## src/rtl/adder_stim_gen.sv

```systemverilog
// adder_stim_gen
//   Seedable, stallable stimulus source for the adder. A 32-bit Galois LFSR
//   supplies one (a, b) operand pair on each emit cycle. A run emits
//   TRACE_LEN pairs, then the block parks in DONE until the next start.
//
// Parameters
//   WIDTH     operand width, 1..16
//   TRACE_LEN pairs per run, >= 1
//   SEED      LFSR reset value; 0 is replaced by 1 so the LFSR cannot lock up
//
// Ports
//   clk    in   clock, rising edge
//   rst    in   synchronous active-high reset
//   start  in   begin a run (acted on in IDLE or DONE only)
//   stall  in   hold emission while high
//   a, b   out  registered operands
//   valid  out  high for exactly the cycles where a/b carry a new pair
//   busy   out  registered, high while in RUN
//   done   out  registered, high while in DONE
//   count  out  pairs emitted in the current run
//
// Build option
//   ADDER_STIM_SHIFT_EN  when defined, a and b are shifted right by 2 after
//                        extraction (top two bits 0); LFSR sequence unchanged.
//
// state | meaning
// ------+---------------------------------------------------------
// IDLE  | after reset, waiting for start
// RUN   | emitting one pair per unstalled cycle
// DONE  | TRACE_LEN pairs emitted; outputs held until next start

module adder_stim_gen #(
  parameter int          WIDTH     = 8,
  parameter int          TRACE_LEN = 1000,
  parameter logic [31:0] SEED      = 32'hACE12468
) (
  input  logic             clk,
  input  logic             rst,
  input  logic             start,
  input  logic             stall,
  output logic [WIDTH-1:0] a,
  output logic [WIDTH-1:0] b,
  output logic             valid,
  output logic             busy,
  output logic             done,
  output logic [31:0]      count
);

  localparam logic [31:0] SEED_EFF = (SEED == 32'd0) ? 32'h0000_0001 : SEED;
  localparam logic [31:0] POLY     = 32'h8020_0003;
  localparam logic [31:0] LAST     = 32'(TRACE_LEN);

  typedef enum logic [1:0] {
    IDLE = 2'd0,
    RUN  = 2'd1,
    DONE = 2'd2
  } state_t;

  state_t             state, state_nxt;
  logic [31:0]        lfsr, lfsr_nxt, lfsr_step;
  logic [WIDTH-1:0]   field_a, field_b;
  logic [WIDTH-1:0]   a_nxt, b_nxt;
  logic               valid_nxt;
  logic [31:0]        count_nxt, count_inc;

  always_ff @(posedge clk) begin
    if (rst) state <= IDLE;
    else     state <= state_nxt;
  end

  always_comb begin
    lfsr_step = lfsr[0] ? ((lfsr >> 1) ^ POLY) : (lfsr >> 1);
    count_inc = count + 32'd1;

`ifdef ADDER_STIM_SHIFT_EN
    field_a = lfsr[WIDTH-1:0] >> 2;
    field_b = lfsr[2*WIDTH-1:WIDTH] >> 2;
`else
    field_a = lfsr[WIDTH-1:0];
    field_b = lfsr[2*WIDTH-1:WIDTH];
`endif

    state_nxt = state;
    lfsr_nxt  = lfsr;
    a_nxt     = a;
    b_nxt     = b;
    valid_nxt = 1'b0;
    count_nxt = count;

    case (state)
      IDLE: begin
        if (start) state_nxt = RUN;
      end
      RUN: begin
        // A stalled final emit simply waits; DONE is only reached by an emit.
        if (!stall) begin
          a_nxt     = field_a;
          b_nxt     = field_b;
          valid_nxt = 1'b1;
          lfsr_nxt  = lfsr_step;
          count_nxt = count_inc;
          if (count_inc == LAST) state_nxt = DONE;
        end
      end
      DONE: begin
        // No reseed: a new run continues the LFSR sequence.
        if (start) begin
          state_nxt = RUN;
          count_nxt = 32'd0;
        end
      end
      default: state_nxt = IDLE;
    endcase
  end

  always_ff @(posedge clk) begin
    if (rst) begin
      lfsr  <= SEED_EFF;
      a     <= '0;
      b     <= '0;
      valid <= 1'b0;
      busy  <= 1'b0;
      done  <= 1'b0;
      count <= 32'd0;
    end else begin
      lfsr  <= lfsr_nxt;
      a     <= a_nxt;
      b     <= b_nxt;
      valid <= valid_nxt;
      busy  <= (state_nxt == RUN);
      done  <= (state_nxt == DONE);
      count <= count_nxt;
    end
  end

endmodule

```

## config.mk

```make
export PLATFORM = sky130hd
export DESIGN_NAME = adder_stim_gen
export DESIGN_NICKNAME = d
export VERILOG_FILES = /design/src/rtl/adder_stim_gen.sv
export SDC_FILE = /design/constraint.sdc
export NUM_CORES = 1
export LEC_CHECK = 0
export CAP_MARGIN = 20
export CELL_PAD_IN_SITES_DETAIL_PLACEMENT = 0
export CELL_PAD_IN_SITES_GLOBAL_PLACEMENT = 1
export CORE_MARGIN = 2
export CORE_UTILIZATION = 42
export CTS_BUF_LIST = sky130_fd_sc_hd__clkbuf_4 sky130_fd_sc_hd__clkbuf_8 sky130_fd_sc_hd__clkbuf_16
export CTS_CLUSTER_SIZE = 30
export DETAILED_ROUTE_END_ITERATION = 10
export DONT_BUFFER_PORTS = 1
export GPL_ROUTABILITY_DRIVEN = 0
export HOLD_SLACK_MARGIN = 0.12
export PLACE_DENSITY_LB_ADDON = 0.08
export SLEW_MARGIN = 0
export SYNTH_ARGS = -nofsm -noshare
export SYNTH_HDL_FRONTEND = slang
export SYNTH_SLANG_ARGS = --single-unit
```

## constraint.sdc

```tcl
create_clock -name clk -period 2.7 [get_ports clk]
set_input_delay 0.54 -clock clk [delete_from_list [all_inputs] [get_ports clk]]
set_output_delay 0.54 -clock clk [all_outputs]
set_load 0.05 [all_outputs]
```

==> metrics <==
Hold EP lfsr[28]; reg-to-reg startpoint count[0]; YS warnings 0; fillers approximately 900; site row count 34; HP Class primary input to flip-flop; DRT Pass-1 Iters 4; PwrDens about 500 nW/µm²; Final Hold Violating Endpoints 0; crit-path max FO 5; Initial Util 43.60%; Max-Cap Viols 0; Mapped Nets 500; crit path kind flip-flop to flip-flop; final worst path period need roughly 2500 ps; DR vias/cell roughly 5.8; Total Nets Final about 510; drt drc 0; CTS tree built; via count between 3000 and 4000; Final Total Pwr about 2.2 mW; P_leak roughly 1.6 nW; Post-synth EDFFs 0; Syn Area/Cell about 7.7 µm²; Worst Path Arrival around 2800 ps; Synth async-reset ratio 0%; vias in the first global route 3100; Reg2Reg Depth 8; Initial DRC Count about 180; Post-Synthesis Cell Area around 3800 µm²; Core ar. 8763 µm²; H-tree depth 3; RSZ-0062 raised after global routing false; Hold Startpoint rst; I/O pin total 55; cts bufs inserted 9; Hold Path Cell Cnt 1; post-synthesis sequential area ratio about two fifths; CP startpoint kind flip-flop; CTS resizes 0; Post-DRT Antenna Nets 0; slew at the pin closest to its max-slew limit 644.8 ps; area delta synth->final 12.15%; status completed; clk slew on worst S/H paths 90 ps; Fin Clk Skew between 10 and 15 ps; first-pass GRT wire length ~17000 µm; GR Overflow Total 0; # clock sinks 77; Core Util, Final ~49%; Synth cell types 53; All-Layer GR Usage approximately a fifth; DRT Wirelength a little over 10000 µm; initial antenna violation count 0; number of synthesized register bits 77; fin. max-slew vios 0; Port-buffer cells 0; reg2reg setup slack 180 ps; Syn Inst Count about 500; Ant. Diodes 0; hold bufs inserted after CTS 0; Fin Setup TNS 0 ps; fin crit share approximately 93%; Synth Flop Type dfxtp_1; CTS root buf clkbuf_8; die height 99.39 µm; ratio of cells with drive above 1 in the final layout between 15 and 20%; Setup Fix Bufs, Post-CTS 0; Final HPWL DP about 6900 µm; wire length per cell between 15 and 20 µm; Max Fclk between 300 and 400 MHz; maximum vdd ir drop approximately 0.27 mV; Die X roughly 99 µm; endpoints failing setup 0; reg2reg end state[0]; Req. time, crit path between 2000 and 3000 ps; die area approximately 9900 µm²; crit path capture type flip-flop; CTS Buffer Depth 2; Max-slew headroom a little under three fifths; largest net degree at the start of global routing between 70 and 80; clk_lat worst skew between 300 and 400 ps
==> routing by layer <==
layer	wire (µm)	track usage (%)	vias to the layer above
met1	4879	31.01	1679
met4	176	6.639	0
met2	4401	30.51	108
li1	-	-	1770
met3	676	5.130	17
met5	0	0	-
==> placed cells by master (no fill, tap or decap), types with 4 or more instances in the layout <==
cell,count
and2_1,4
dfxtp_1,67
and4_1,4
buf_4,48
dfxtp_2,8
nand3_1,12
a311oi_1,9
nor3_1,9
nand4_1,10
inv_1,4
a31oi_1,10
and3_1,6
nand2_1,93
xnor2_1,9
nor4_1,7
nand3b_1,8
o21ai_0,23
a21oi_1,62
nor2_1,35
clkbuf_8,10
or3_1,5
a211oi_1,9
==> critical path, stage by stage, from the launching register on <==
cell       delay (ps)
dfxtp_4           340
ha_1              160
inv_1              60
or4_4             580
nor4_2            350
xor2_1            100
a2111oi_0         360
and4b_1           340
o32ai_1           110
==> synthesized netlist by cell type, drive strengths merged (2+ instances only) <==
library cell  number  area (µm²)
a31oi             10       62.56
clkbuf            38       142.6
or3b               2       17.52
nand4             11       83.83
nand2             93       349.1
nor3               9       45.04
buf               15       93.84
xor2               3       26.28
or4                4       33.78
nor2              35       131.4
nand3             12       60.06
a311oi             9       78.83
xnor2              9       78.83
a21oi             63       315.3
and4               4       35.03
nand4b             2       17.52
o32ai              2       17.52
a211oi             9       67.56
mux2i              3       30.03
nor4               9       77.57
a211o              2       17.52
o21ai             23       115.1
a22oi              3       22.52
nor2b              2       12.51
dfxtp             77        1541
and3               6       37.54
nand3b             8       60.06
inv                4       15.01
nor3b              2       15.01
a22o               2       17.52
and2               5       31.28
or3                5       31.28
==> stage by stage <==
step | setup slack (ps) | cell area, µm² | hold slack, ps | std cells
5_1_grt | 22.65 | 4285 | 220.9 | 614
6_report | 179.0 | 4285 | 246.3 | 614
3_3_place_gp | 274.6 | 4106 | 431.4 | 598
3_5_place_dp | 206.2 | 4106 | 437.8 | 598
2_1_floorplan | 8.832 | 3839 | 432.1 | 495
4_1_cts | 195.6 | 4285 | 237.5 | 614
==> worst max path at each step <==
| stage | from | endpoint | cells after the start |
|---|---|---|---|
| finish | count[0] | state[0] | 8 |
| global route | count[5] | state[0] | 7 |
| CTS | count[5] | state[0] | 7 |
| detailed placement | count[0] | state[0] | 8 |
| global placement | count[0] | busy | 8 |
| floorplan | count[5] | busy | 7 |
==> cell type report <==
| class | instances | area [µm²] | area share, % |
|---|---|---|---|
| multi-input combinational | 361 | 2037 | 47.53 |
| sequential | 77 | 1559 | 36.38 |
| timing repair buffer | 48 | 360.3 | 8.409 |
| clock buffer | 11 | 145.1 | 3.387 |
| tap | 108 | 135.1 | 3.153 |
| clock inverter | 5 | 33.78 | 0.7883 |
| inverter | 4 | 15.01 | 0.3504 |
==> report_power, final <==
part,switching (mW),internal (mW)
Clock,0.437,0.372
Sequential,0.0581,1.17
Combinational,0.0979,0.0547
==> state kept, by name (all words and copies together), names as in the netlist <==
register / cells
valid: 1
a: 8
b: 7
state: 2
lfsr: 25
busy: 1
done: 1
count: 32
==> cells by family after synthesis <==
group | share of synthesized area [%]
AND/OR/NAND/NOR | 28.65
AO/OA/AOI/OAI | 20.56
flip-flops | 40.34
buffers and inverters | 6.582
XOR/XNOR | 2.751
multiplexers | 0.7859
adder cells (fa/ha/maj) | 0.3274
Power figures use the tool's default switching activity.
